### src/rtl/frame_scheduler.sv
`default_nettype none
// ============================================================================
// Module   : frame_scheduler
// Purpose  : Round-robin virtual-channel arbiter and frame sequencer for the
//            downlink framer; owns the 16-bit TxFN counter and keeps frames
//            back-to-back. Optional idle fill: FRAME_SCHED_IDLE_FILL_EN.
// Revision : 1.0 - initial release
// ============================================================================
module frame_scheduler #(
    parameter int NUM_CH   = 3,
    parameter int LEN_W    = 16,
    parameter int TIMEOUT  = 64,
    parameter int IDLE_LEN = 16
) (
    input  logic                    clk,
    input  logic                    rst_n,
    input  logic                    enable,
    input  logic [NUM_CH-1:0]       req,
    input  logic [NUM_CH*LEN_W-1:0] req_len,
    output logic [NUM_CH-1:0]       grant,
    output logic                    start_frame,
    output logic [1:0]              frame_type,
    output logic [15:0]             txfn,
    output logic [LEN_W-1:0]        payload_len,
    input  logic                    fr_busy,
    input  logic                    fr_frame_done,
    output logic                    active,
    output logic                    err_timeout,
    input  logic                    err_clr,
    output logic [31:0]             frames_sent
);

    localparam int c_to_w = $clog2(TIMEOUT + 1);

    typedef enum logic [1:0] {
        S_IDLE      = 2'd0,
        S_ISSUE     = 2'd1,
        S_WAIT_BUSY = 2'd2,
        S_WAIT_DONE = 2'd3
    } state_t;

    state_t              r_state;
    logic [1:0]          r_ptr;
    logic [15:0]         r_txfn_cnt;
    logic [c_to_w-1:0]   r_to_cnt;
    logic                r_cur_idle;

    logic [NUM_CH-1:0]   w_elig;
    logic                w_any;
    logic [1:0]          w_sel;
    logic [NUM_CH-1:0]   w_sel_oh;
    logic [LEN_W-1:0]    w_sel_len;
    logic                w_arb_point;
    logic                w_done_ch;
    logic                w_go_ch;
    logic                w_go_idle;
    logic [15:0]         w_cnt_now;

    generate
        for (genvar c = 0; c < NUM_CH; c++) begin : g_elig
            assign w_elig[c] = req[c] & (|req_len[c*LEN_W +: LEN_W]);
        end
    endgenerate

    // Scan from the lowest rotation offset last so the channel right after
    // the previous grant wins.
    always_comb begin
        int j;
        w_any = 1'b0;
        w_sel = 2'd0;
        j     = 0;
        for (int i = NUM_CH - 1; i >= 0; i--) begin
            j = int'(r_ptr) + i;
            if (j >= NUM_CH) begin
                j = j - NUM_CH;
            end
            if (w_elig[j]) begin
                w_any = 1'b1;
                w_sel = j[1:0];
            end
        end
    end

    always_comb begin
        w_sel_oh  = '0;
        w_sel_len = '0;
        for (int c = 0; c < NUM_CH; c++) begin
            if (w_sel == 2'(c)) begin
                w_sel_oh[c] = 1'b1;
                w_sel_len   = req_len[c*LEN_W +: LEN_W];
            end
        end
    end

    assign w_arb_point = (r_state == S_IDLE) ||
                         ((r_state == S_WAIT_DONE) && fr_frame_done);
    assign w_done_ch   = (r_state == S_WAIT_DONE) && fr_frame_done && !r_cur_idle;
    assign w_cnt_now   = w_done_ch ? (r_txfn_cnt + 16'd1) : r_txfn_cnt;
    assign w_go_ch     = w_arb_point && enable && w_any;

`ifdef FRAME_SCHED_IDLE_FILL_EN
    assign w_go_idle   = w_arb_point && enable && !w_any;
`else
    assign w_go_idle   = 1'b0;
`endif

    always_ff @(posedge clk or negedge rst_n) begin
        if (!rst_n) begin
            r_state     <= S_IDLE;
            r_ptr       <= 2'd0;
            r_txfn_cnt  <= 16'd0;
            r_to_cnt    <= '0;
            r_cur_idle  <= 1'b0;
            grant       <= '0;
            start_frame <= 1'b0;
            frame_type  <= 2'd0;
            txfn        <= 16'd0;
            payload_len <= '0;
            active      <= 1'b0;
            err_timeout <= 1'b0;
            frames_sent <= 32'd0;
        end else begin
            start_frame <= 1'b0;
            grant       <= '0;
            // A timeout raised below in the same cycle overrides this clear.
            if (err_clr) begin
                err_timeout <= 1'b0;
            end

            case (r_state)
                S_IDLE: begin
                    active <= 1'b0;
                end
                S_ISSUE: begin
                    r_to_cnt <= '0;
                    r_state  <= S_WAIT_BUSY;
                end
                S_WAIT_BUSY: begin
                    if (fr_busy) begin
                        r_state <= S_WAIT_DONE;
                    end else if (r_to_cnt == c_to_w'(TIMEOUT - 1)) begin
                        err_timeout <= 1'b1;
                        active      <= 1'b0;
                        r_state     <= S_IDLE;
                    end else begin
                        r_to_cnt <= r_to_cnt + 1'b1;
                    end
                end
                S_WAIT_DONE: begin
                    if (fr_frame_done) begin
                        if (!r_cur_idle) begin
                            r_txfn_cnt  <= r_txfn_cnt + 16'd1;
                            frames_sent <= frames_sent + 32'd1;
                        end
                        active  <= 1'b0;
                        r_state <= S_IDLE;
                    end
                end
                default: begin
                    r_state <= S_IDLE;
                end
            endcase

            // Issue overrides the fall-back to IDLE so the next start_frame
            // lands in the cycle right after frame_done.
            if (w_go_ch || w_go_idle) begin
                r_state     <= S_ISSUE;
                start_frame <= 1'b1;
                active      <= 1'b1;
                txfn        <= w_cnt_now;
                if (w_go_ch) begin
                    grant       <= w_sel_oh;
                    frame_type  <= w_sel + 2'd1;
                    payload_len <= w_sel_len;
                    r_cur_idle  <= 1'b0;
                    r_ptr       <= (w_sel == 2'(NUM_CH - 1)) ? 2'd0 : (w_sel + 2'd1);
                end else begin
                    frame_type  <= 2'd0;
                    payload_len <= LEN_W'(IDLE_LEN);
                    r_cur_idle  <= 1'b1;
                end
            end
        end
    end

endmodule
`default_nettype wire

### config.mk
export PLATFORM = sky130hd
export DESIGN_NAME = frame_scheduler
export DESIGN_NICKNAME = d
export VERILOG_FILES = /design/src/rtl/frame_scheduler.sv
export SDC_FILE = /design/constraint.sdc
export NUM_CORES = 1
export LEC_CHECK = 0
export BUFFER_PORTS_ARGS = -buffer_cell sky130_fd_sc_hd__buf_4
export CAP_MARGIN = 10
export CORE_MARGIN = 4
export CORE_UTILIZATION = 26
export CTS_BUF_LIST = sky130_fd_sc_hd__clkbuf_2
export DETAILED_ROUTE_END_ITERATION = 8
export SLEW_MARGIN = 25
export SYNTH_ARGS = -nofsm -noshare
export SYNTH_HDL_FRONTEND = slang
export SYNTH_SLANG_ARGS = --single-unit
export TNS_END_PERCENT = 5
### constraint.sdc
create_clock -name clk -period 6 [get_ports clk]
set_input_delay 0.3 -clock clk [delete_from_list [all_inputs] [get_ports clk]]
set_output_delay 0.3 -clock clk [all_outputs]
set_load 0.01 [all_outputs]
==> impl_summary.log <==
INFO  metric grt_pass1_wl = 20.3 mm
INFO  metric layout-area-overhead-vs-synth = 32.2%
INFO  metric finalCritPeriodShare = 70.6%
INFO  metric tns = 0 ns
INFO  metric report.power.total = 2.12 mW
INFO  metric timing.max_slew.rel_slack = 33.7%
INFO  metric pleak = 3.18 nW
INFO  metric ctsRootBufferMaster = clkbuf_2
INFO  metric area_inside_the_core_boundary = 18100 sq um
INFO  metric min-delay-path-class = in2reg
INFO  metric grt_remaining_overflow = 0
INFO  metric gr-usage-all-layers = 12.4%
INFO  metric grt_setup_unrepaired = no
INFO  metric status = completed
INFO  metric remaining_drc_errors = 0
INFO  metric initial_utilization = 26.7%
INFO  metric post_synth.cell_area_avg = 10.7 sq um
INFO  metric fp.dieH = 144 um
INFO  metric final_number_of_setup_violating_endpoints = 0
INFO  metric routed-via-count = 3911
INFO  metric synthesis.area = 4830 sq um
INFO  metric port-buffer-count = 128
INFO  metric layout_cells_excl_fill = 837
INFO  metric clk_sink_count = 99
INFO  metric post_synth_simple_gate_area = 16.8%
INFO  metric finish.net_count = 674
INFO  metric most_area_consuming_cells_after_synthesis = dfrtp_1 (51%), mux2_1 (7.2%), xnor2_1 (5.3%)
INFO  metric ctsLongestPathBuffers = 2
INFO  metric antenna_cells_inserted = 0
INFO  metric io_pins = 129
INFO  metric clock-skew-final = 0.0251 ns
INFO  metric maximum_number_of_pins_on_one_net_before_global_route_repair = 52
INFO  metric yosysSeqAreaShare = 51.3%
INFO  metric yosys.area_share.xor_xnor = 9.07%
INFO  metric seqCellArea = 2480 sq um
INFO  metric fillers = 1819
INFO  metric synth-edff-count = 0
INFO  metric worstPathArrival = 4.77 ns
INFO  metric die-area = 20800 sq um
INFO  metric synth_mux_area_share = 8.55%
INFO  metric multi_input_area = 2200 sq um
INFO  metric num_rows = 49
INFO  metric hpwlAfterDp = 9.52 mm
INFO  metric via_per_inst = 4.67
INFO  metric fmax = 236 MHz
INFO  metric tritoncts = done
INFO  metric global_placement_routability_congestion = 0.817
INFO  metric synthesized_area_fraction_occupied_by_ao_oa_aoi_and_oai_cells = 7.20%
INFO  metric yosys.cell_types.count = 40
INFO  metric synth_warnings = 0
INFO  metric critPathCaptureType = register
INFO  metric worstPathBufferInverterCount = 5
INFO  metric detail_route.wl_per_cell = 15.3 um
INFO  metric async_flop_share = 100%
INFO  metric synth_adder_area_share = 3.84%
INFO  metric critical_path.max_fanout = 18
INFO  metric slew_violations = 0
INFO  metric via_count_of_the_first_global_routing_pass = 3916
INFO  metric layout_min_cycle_time = 4.23 ns
INFO  metric seq_cells_post_synth = 99
INFO  metric cpMaxStageDelayCell = dlygate4sd3_1
INFO  metric worst_ep_required_time = 6.53 ns
INFO  metric ant_nets = 0
INFO  metric grt_antenna_before_repair = 0
INFO  metric synth_fp_nets = 522
INFO  metric fin_util = 35.3%
INFO  metric crit_path_cell_trace = dlygate4sd3_1, buf_4, nor4_1, a41oi_1, a21boi_0, o211ai_1, inv_1, ha_1, inv_1, and3_1, a21oi_1, o21ai_0, dlygate4sd3_1, mux2_1
INFO  metric synth_top_flop_cell = dfrtp_1
INFO  metric synth_top_family_by_area = simple AND/OR/NAND/NOR gates
INFO  metric critical_path.startpoint_type = input port
INFO  metric path_delay_family = buffers and inverters
INFO  metric first_pass_iters = 4
INFO  metric cap_violations = 0
INFO  metric fraction_of_layout_instances_using_a_drive_strength_above_1 = 25.3%
INFO  metric final_hold_viol_count = 0
INFO  metric insertion_delay_to_the_later_sink_of_the_worst_skew_pair = 0.62 ns
INFO  metric clock_tree.htree_level_count = 3
INFO  metric tritoncts.num_buffers = 9
INFO  metric timing_worst_slew_pin_value = 0.985 ns
INFO  metric syn_inst = 451
INFO  metric drt_iter0_drc = 184
INFO  metric die_w = 144 um
INFO  metric cts_repair_resize_count = 0
INFO  metric cp_max_stage_delay = 0.59 ns
INFO  metric drt-total-wl = 12.8 mm
INFO  metric cts.reportedPaths.clkPinSlew = 0.30 ns
INFO  metric worst-setup-path-type = in2reg
INFO  metric synth.top_cell.area_share = 51.3%
INFO  metric maximum_resistive_drop_on_vdd = 0.000155 V
INFO  metric placedCellCount = 794
INFO  metric synth_largest_area_cell = dfrtp_1
INFO  metric power_per_cell_area = 332 nW/um^2
[metrics by stage]
| step | setup slack (ns) | cell area (sq um) | hold slack, ns |
|---|---|---|---|
| global placement | 2.26 | 6010 | 0.356 |
| finish | 1.77 | 6380 | 0.0977 |
| global route | 1.54 | 6380 | 0.0367 |
| detailed placement | 2.15 | 6010 | 0.373 |
| CTS | 1.98 | 6380 | 0.000818 |
| floorplan | 2.89 | 4830 | 0.00441 |
[layout by cell type (no fill, tap or decap), drive strengths merged, types with 4 or more instances in the layout]
| master | n |
|---|---|
| buf | 131 |
| dfrtp | 99 |
| nand2 | 51 |
| mux2 | 34 |
| xnor2 | 29 |
| dlygate4sd3 | 27 |
| and3 | 26 |
| inv | 23 |
| xor2 | 21 |
| a21oi | 20 |
| o21ai | 20 |
| nor2 | 20 |
| nand3 | 18 |
| nand4 | 16 |
| ha | 14 |
| nor4 | 11 |
| clkbuf | 9 |
| nor3 | 8 |
| and2 | 4 |
| or4 | 4 |
[synthesized netlist by cell type (2+ instances only)]
library cell,number
inv_1,17
o21ai_0,20
o211ai_1,3
a21oi_1,20
nand4_1,16
nor3_1,8
nor2_1,20
mux2i_1,3
dfrtp_1,99
buf_6,3
clkbuf_1,12
xnor2_1,29
xor2_1,21
ha_1,14
mux2_2,3
nand3_1,18
and3_1,26
mux2_1,31
or4_1,3
nand2_1,51
a41oi_1,2
nor4_1,11
and2_1,4
[report_power, final]
part / total [mW] / internal (mW) / switching, mW
sequential: 0.895 / 0.794 / 0.100
combinational: 0.899 / 0.433 / 0.467
clock: 0.326 / 0.0675 / 0.258
[routing by layer]
layer	vias up	global-route usage [%]	share of wire, %
met3	24	3.08	6.2
met2	121	20.9	48
met4	0	5.01	2.1
li1	1889	-	-
met1	1877	15.1	44
met5	-	0	0
[sequential cells by signal, indices dropped and copies added, names as in the netlist]
| register | cells |
|---|---|
| frames_sent | 32 |
| payload_len | 16 |
| r_txfn_cnt | 16 |
| txfn | 16 |
| r_to_cnt | 7 |
| grant | 3 |
| frame_type | 2 |
| r_ptr | 2 |
| r_state | 2 |
| active | 1 |
| err_timeout | 1 |
| start_frame | 1 |
[cell type report]
class                           count  share of cell area (%)
Sequential cell                    99                    38.8
Multi-Input combinational cell    318                    34.4
Timing Repair Buffer              158                    19.6
Tap cell                          229                    4.49
Inverter                           17                   0.999
Clock inverter                      7                   0.980
Clock buffer                        9                   0.705
[final timing paths]
kind	from	slack (ns)	end	cells past startpoint
setup / recovery	req_len[32]	1.77	payload_len[14]	14
hold / removal	req_len[18]	0.1	payload_len[2]	4
setup reg to reg	r_ptr[0]	2.14	payload_len[14]	13
hold reg to reg	r_txfn_cnt[15]	0.49	r_txfn_cnt[15]	1
max in group asynchronous	rst_n	4.72	payload_len[14]	3
min in group asynchronous	rst_n	0.17	txfn[8]	2
[tightest hold or removal path, cell delays in order]
cell and delay [ns]:
buf_4 0.09, a21oi_1 0.05, o21ai_0 0.15, mux2_1 0.13
[kinds of logic (layout without fill, tap and decap cells)]
group           count (synthesis)  count (layout)
simple gates                  162             162
mux                            37              37
xor+xnor                       50              50
flops                          99              99
fa+ha+maj                      15              15
compound gates                 54              54
buf+inv                        34             191
[repair_timing]
item / CTS / global route
setup buffers: 0 / 0
hold buffers: 27 / 0
endpoints found under the hold margin: 70 / 0
Power figures use the tool's default switching activity.
